--- src/rtl/vend_dispense_ctrl.sv ---
// vend_dispense_ctrl
// Runs the physical part of a purchase. It spins the selected spiral motor
// until the drop sensor fires or the motor times out. It then pays change
// greedily, one coin per hopper handshake. On a timeout it refunds the full
// credit. It ends with a one-cycle done or fault pulse.
module vend_dispense_ctrl #(
  parameter int NUM_ITEMS     = 4,
  parameter int ITEM_W        = 2,
  parameter int MOTOR_TIMEOUT = 50
) (
  input  logic                 clk,
  input  logic                 reset,
  input  logic                 vend_req,
  input  logic [ITEM_W-1:0]    vend_item,
  input  logic [7:0]           change_cents,
  input  logic [7:0]           credit_cents,
  input  logic                 drop_sensor,
  input  logic                 hopper_ack,
  output logic [NUM_ITEMS-1:0] motor_en,
  output logic                 coin_valid,
  output logic [1:0]           coin_sel,
  output logic                 busy,
  output logic                 vend_done,
  output logic                 vend_fault
);

  localparam int CNT_W = $clog2(MOTOR_TIMEOUT);
  localparam logic [CNT_W-1:0] CNT_LAST = CNT_W'(MOTOR_TIMEOUT - 1);

  localparam logic [1:0] COIN_NONE    = 2'b00;
  localparam logic [1:0] COIN_NICKEL  = 2'b01;
  localparam logic [1:0] COIN_DIME    = 2'b10;
  localparam logic [1:0] COIN_QUARTER = 2'b11;

  typedef enum logic [1:0] {
    IDLE,
    MOTOR,
    CHANGE,
    DONE
  } state_t;

  state_t               state_q, state_d;
  logic [7:0]           rem_q, rem_d;
  logic [7:0]           credit_q, credit_d;
  logic                 fault_q, fault_d;
  logic [CNT_W-1:0]     cnt_q, cnt_d;
  logic [NUM_ITEMS-1:0] motor_d;
  logic                 coin_valid_d;
  logic [1:0]           coin_sel_d;
  logic                 busy_d;
  logic                 done_d;
  logic                 fault_pulse_d;

  logic [NUM_ITEMS-1:0] slot_onehot;
  logic [1:0]           pick_sel;
  logic [7:0]           pick_value;

  // Decode the requested slot. An out-of-range index shifts out to zero and falls back to slot 0.
  always_comb begin
    slot_onehot = NUM_ITEMS'(1) << vend_item;
    if (slot_onehot == '0) begin
      slot_onehot = NUM_ITEMS'(1);
    end
  end

  // Greedy coin choice from the amount still owed; COIN_NONE means the residue is below a nickel.
  always_comb begin
    pick_sel   = COIN_NONE;
    pick_value = 8'd0;
    if (rem_q >= 8'd25) begin
      pick_sel   = COIN_QUARTER;
      pick_value = 8'd25;
    end else if (rem_q >= 8'd10) begin
      pick_sel   = COIN_DIME;
      pick_value = 8'd10;
    end else if (rem_q >= 8'd5) begin
      pick_sel   = COIN_NICKEL;
      pick_value = 8'd5;
    end
  end

  // Next-state and next-output logic; every output is registered from these values.
  always_comb begin
    state_d       = state_q;
    rem_d         = rem_q;
    credit_d      = credit_q;
    fault_d       = fault_q;
    cnt_d         = cnt_q;
    motor_d       = motor_en;
    coin_valid_d  = coin_valid;
    coin_sel_d    = coin_sel;
    busy_d        = busy;
    done_d        = 1'b0;
    fault_pulse_d = 1'b0;

    case (state_q)
      IDLE: begin
        if (vend_req) begin
          rem_d    = change_cents;
          credit_d = credit_cents;
          fault_d  = 1'b0;
          cnt_d    = '0;
          motor_d  = slot_onehot;
          busy_d   = 1'b1;
          state_d  = MOTOR;
        end
      end

      MOTOR: begin
        // A drop seen on the final timeout cycle still counts as success.
        if (drop_sensor) begin
          motor_d = '0;
          fault_d = 1'b0;
          state_d = CHANGE;
        end else if (cnt_q == CNT_LAST) begin
          motor_d = '0;
          fault_d = 1'b1;
          rem_d   = credit_q;
          state_d = CHANGE;
        end else begin
          cnt_d = cnt_q + 1'b1;
        end
      end

      CHANGE: begin
        // With no coin outstanding this is the selection cycle. That gives the idle gap between coins.
        if (!coin_valid) begin
          if (pick_sel != COIN_NONE) begin
            coin_valid_d = 1'b1;
            coin_sel_d   = pick_sel;
          end else begin
            state_d       = DONE;
            done_d        = ~fault_q;
            fault_pulse_d = fault_q;
          end
        end else if (hopper_ack) begin
          // The amount owed is unchanged while the coin waits, so pick_value still matches coin_sel.
          rem_d        = rem_q - pick_value;
          coin_valid_d = 1'b0;
          coin_sel_d   = COIN_NONE;
        end
      end

      DONE: begin
        busy_d  = 1'b0;
        state_d = IDLE;
      end

      default: begin
        state_d = IDLE;
      end
    endcase
  end

  // State and output registers with synchronous reset; reset abandons any sequence in flight.
  always_ff @(posedge clk) begin
    if (reset) begin
      state_q    <= IDLE;
      rem_q      <= 8'd0;
      credit_q   <= 8'd0;
      fault_q    <= 1'b0;
      cnt_q      <= '0;
      motor_en   <= '0;
      coin_valid <= 1'b0;
      coin_sel   <= COIN_NONE;
      busy       <= 1'b0;
      vend_done  <= 1'b0;
      vend_fault <= 1'b0;
    end else begin
      state_q    <= state_d;
      rem_q      <= rem_d;
      credit_q   <= credit_d;
      fault_q    <= fault_d;
      cnt_q      <= cnt_d;
      motor_en   <= motor_d;
      coin_valid <= coin_valid_d;
      coin_sel   <= coin_sel_d;
      busy       <= busy_d;
      vend_done  <= done_d;
      vend_fault <= fault_pulse_d;
    end
  end

endmodule

--- config.mk ---
export PLATFORM = sky130hd
export DESIGN_NAME = vend_dispense_ctrl
export DESIGN_NICKNAME = d
export VERILOG_FILES = /design/src/rtl/vend_dispense_ctrl.sv
export SDC_FILE = /design/constraint.sdc
export NUM_CORES = 1
export LEC_CHECK = 0
export ABC_AREA = 1
export CAP_MARGIN = 15
export CORE_MARGIN = 10
export CORE_UTILIZATION = 30
export CTS_CLUSTER_DIAMETER = 200
export CTS_CLUSTER_SIZE = 16
export DETAILED_ROUTE_END_ITERATION = 6
export PLACE_DENSITY_LB_ADDON = 0.1
export SETUP_SLACK_MARGIN = 0.05
export SYNTH_ARGS = -nofsm -noshare
export SYNTH_HDL_FRONTEND = slang
export SYNTH_SLANG_ARGS = --single-unit
--- constraint.sdc ---
create_clock -name clk -period 2.61 [get_ports clk]
set_input_delay 0.3915 -clock clk [delete_from_list [all_inputs] [get_ports clk]]
set_output_delay 0.3915 -clock clk [all_outputs]
set_load 0.02 [all_outputs]
==> impl_metrics.ini <==
[logic_synthesis]
synth.most_common_cell = nand2_1
synth_mux_area_frac = 0
synthArstFlopShare = 0
synth_warnings = 0
synth_fp_nets = 327
yosys.area.top_type = dfxtp_1
ys_top_cells_by_count = nand2_1, nor2_1, dfxtp_1, a21oi_1, inv_1
seq_area_frac_synth = 0.344
ys.flop_type = dfxtp_1
synth_top_area_share = 0.344
synthCells = 291
netlist_area_um2 = 2040
synthSimpleGateAreaFrac = 0.296
synth_compound_area_frac = 0.171
synth_edf_count = 0
synth_top_family_by_area = simple AND/OR/NAND/NOR gates
synth_xor_area_frac = 0.0172
synth-seq-cells = 35
synth_fa_ha_area_frac = 0.0836
synth.area.top_cells = dfxtp_1, nand2_1, a21oi_1
synth.avg_cell_area_um2 = 7.00
ys_types = 34

[cts]
cts_tree = built
cts_buffers = 5
post_cts_buffers = 0
clockRootBuffer = clkbuf_8
htreeDepth = 2
clk_latency_ns = 0.29
clk_path_buf_depth = 2
cts_sinks = 35
cts-resized-gates = 0
holdBufCountCts = 0
clkSlewWorstSetupHoldPaths_ns = 0.08

[worst_setup_path]
startpoint_type = flop
path_class = reg -> reg
crit_chain = inv_1 > nand2_1 > a21oi_2 > nand2_1 > nand2_2 > nand2_2 > ha_1 > fa_1 > inv_1 > nand2_1 > nand2_1 > nand3_1 > nand3_1 > nand3_1 > nand2_1 > nand2_1 > a21oi_1
cpLargestDelayFamily = simple AND/OR/NAND/NOR gates
critPathMaxFanout = 4
crit_path_end_kind = flop
r2r_slack_ns = 0.30
path_buf_inv = 2
slowest_delay_ns = 0.36
crit_top_cell = nand2_1
r2r_start = rem_q[1]
required_ns = 2.84
rr_worst_depth = 17
worstPathArrival_ns = 2.54
cp_slowest_cell = fa_1
r2r-end = rem_q[6]

[power_and_ir_drop]
power.leakage_nw = 1.11
power_density_nw_per_um2 = 1090
ir_worst_vdd_mv = 0.312

[sta]
fmax_mhz = 433
finalSetupViolCount = 0
relSlewSlack = 0.623
fin_hold_ws_ns = 0.409
finalWorstSetupSlack_ns = 0.302
layout_min_cycle_time_ns = 2.31
timing.final.crit_share = 0.884
rsz0062_at_grt = no
fin_skew_ns = 0.0134
setup-tns-final_ns = 0
slew_viol_final = 0
worst_slew_pin_slew_ns = 0.564
hold_viol_final = 0

[route]
post-route-drc-count = 0
route.vias.total = 1898
vias_per_cell = 4.71
ant_nets = 0
wl_um = 5130
dr.pass1.iters = 4
routedWlPerCell_um = 12.7
first_iter_violations = 84

[global_route]
antenna_found_initial = 0
grt_pass1_vias = 1792
grt_overflow = 0
grt_pass1_wl_um = 8600
grt_max_degree = 19
grt_usage = 0.103

[place]
dp_slack_ns = 0.291
place.gp.congestion = 0.803
hpwlAfterDp_um = 3920
port_buffers = 32
postPlaceCellArea_um2 = 2420

[job]
drv_cap = 0

[cells_and_area]
nNetsFinal = 361
n_antenna_cell = 0
area_growth_pct = 23.1
layout-drive-gt1-share = 0.0982
final_area_um2 = 2510

[floorplan]
die-area_um2 = 10500
pin_count = 33
die_w_um = 102
rows = 29
core_um2 = 6460
initial_core_util = 0.315
die_h_um = 102

[min_path]
holdPathEnd = vend_done
hp-class = reg -> reg
whs_path_depth = 1
min-delay-start = fault_q

[run_status]
outcome = finished, final reports clean
## cell type report
cell class	instances	area, um^2
fillers	733	3950
multi-input cells	217	1160
flip-flops and latches	35	701
repair buffers	35	343
inverters	31	121
well taps	77	96.3
clock buffers	7	76.3
clock inverters	1	5.00
## metal layers
metal / routed length (um) / track usage / up-vias
met1: 2630 / 0.136 / 854
met4: 65 / 0.0358 / 0
met5: 0 / 0 / -
met2: 2240 / 0.156 / 27
li1: - / - / 1011
met3: 192 / 0.0297 / 6
## layout by cell type, fill, tap and decap left out, drive strengths merged
master / instances
o21ai: 22
a31oi: 1
or2: 1
buf: 3
xor2: 4
nand3b: 1
clkdlybuf4s50: 32
dfxtp: 35
o211a: 1
fa: 1
nand4: 6
o211ai: 1
nand2: 68
a21o: 1
ha: 12
nand3: 16
o21a: 2
inv: 30
nor3: 2
clkbuf: 7
nor2: 44
clkinv: 2
a21oi: 34
## stage by stage
step	total power, mW	cells	utilization
after floorplan	1.97	291	-
after global placement	2.37	395	0.374
after detailed placement	2.36	395	0.374
after CTS	2.76	403	0.387
after global routing	3.03	403	0.388
final	2.74	403	0.388
## sequential cells by signal, indices dropped and copies added, names as in the netlist
signal	count
credit_q	8
rem_q	8
cnt_q	6
motor_en	4
coin_sel	2
state_q	2
busy	1
coin_valid	1
fault_q	1
vend_done	1
vend_fault	1
## worst register-to-register path, cell delays in order (launching register included)
cell and delay, ns:
dfxtp_1 0.33, inv_1 0.15, nand2_1 0.09, a21oi_2 0.15, nand2_1 0.08, nand2_2 0.09
nand2_2 0.06, ha_1 0.21, fa_1 0.36, inv_1 0.08, nand2_1 0.06, nand2_1 0.08
nand3_1 0.11, nand3_1 0.10, nand3_1 0.09, nand2_1 0.08, nand2_1 0.04, a21oi_1 0.11
## worst max-delay path by stage
stage	to	from	cells after the start
finish	rem_q[6]	rem_q[1]	17
floorplan	rem_q[6]	rem_q[1]	16
CTS	rem_q[6]	rem_q[1]	15
global route	rem_q[6]	rem_q[6]	18
global placement	rem_q[6]	rem_q[1]	18
detailed placement	rem_q[6]	rem_q[1]	15
## power breakdown
group	total [mW]	switching, mW	internal, mW
Clock	0.391	0.204	0.188
Sequential	0.784	0.110	0.674
Combinational	1.56	0.977	0.583
## cells by family after synthesis
family,after synthesis
and+or+nand+nor,138
AOI/OAI and AO/OA,62
buffers and inverters,39
DFF,35
xor gates and xnor gates,4
adders and majority gates,13
(Power assumes the default switching activity.)
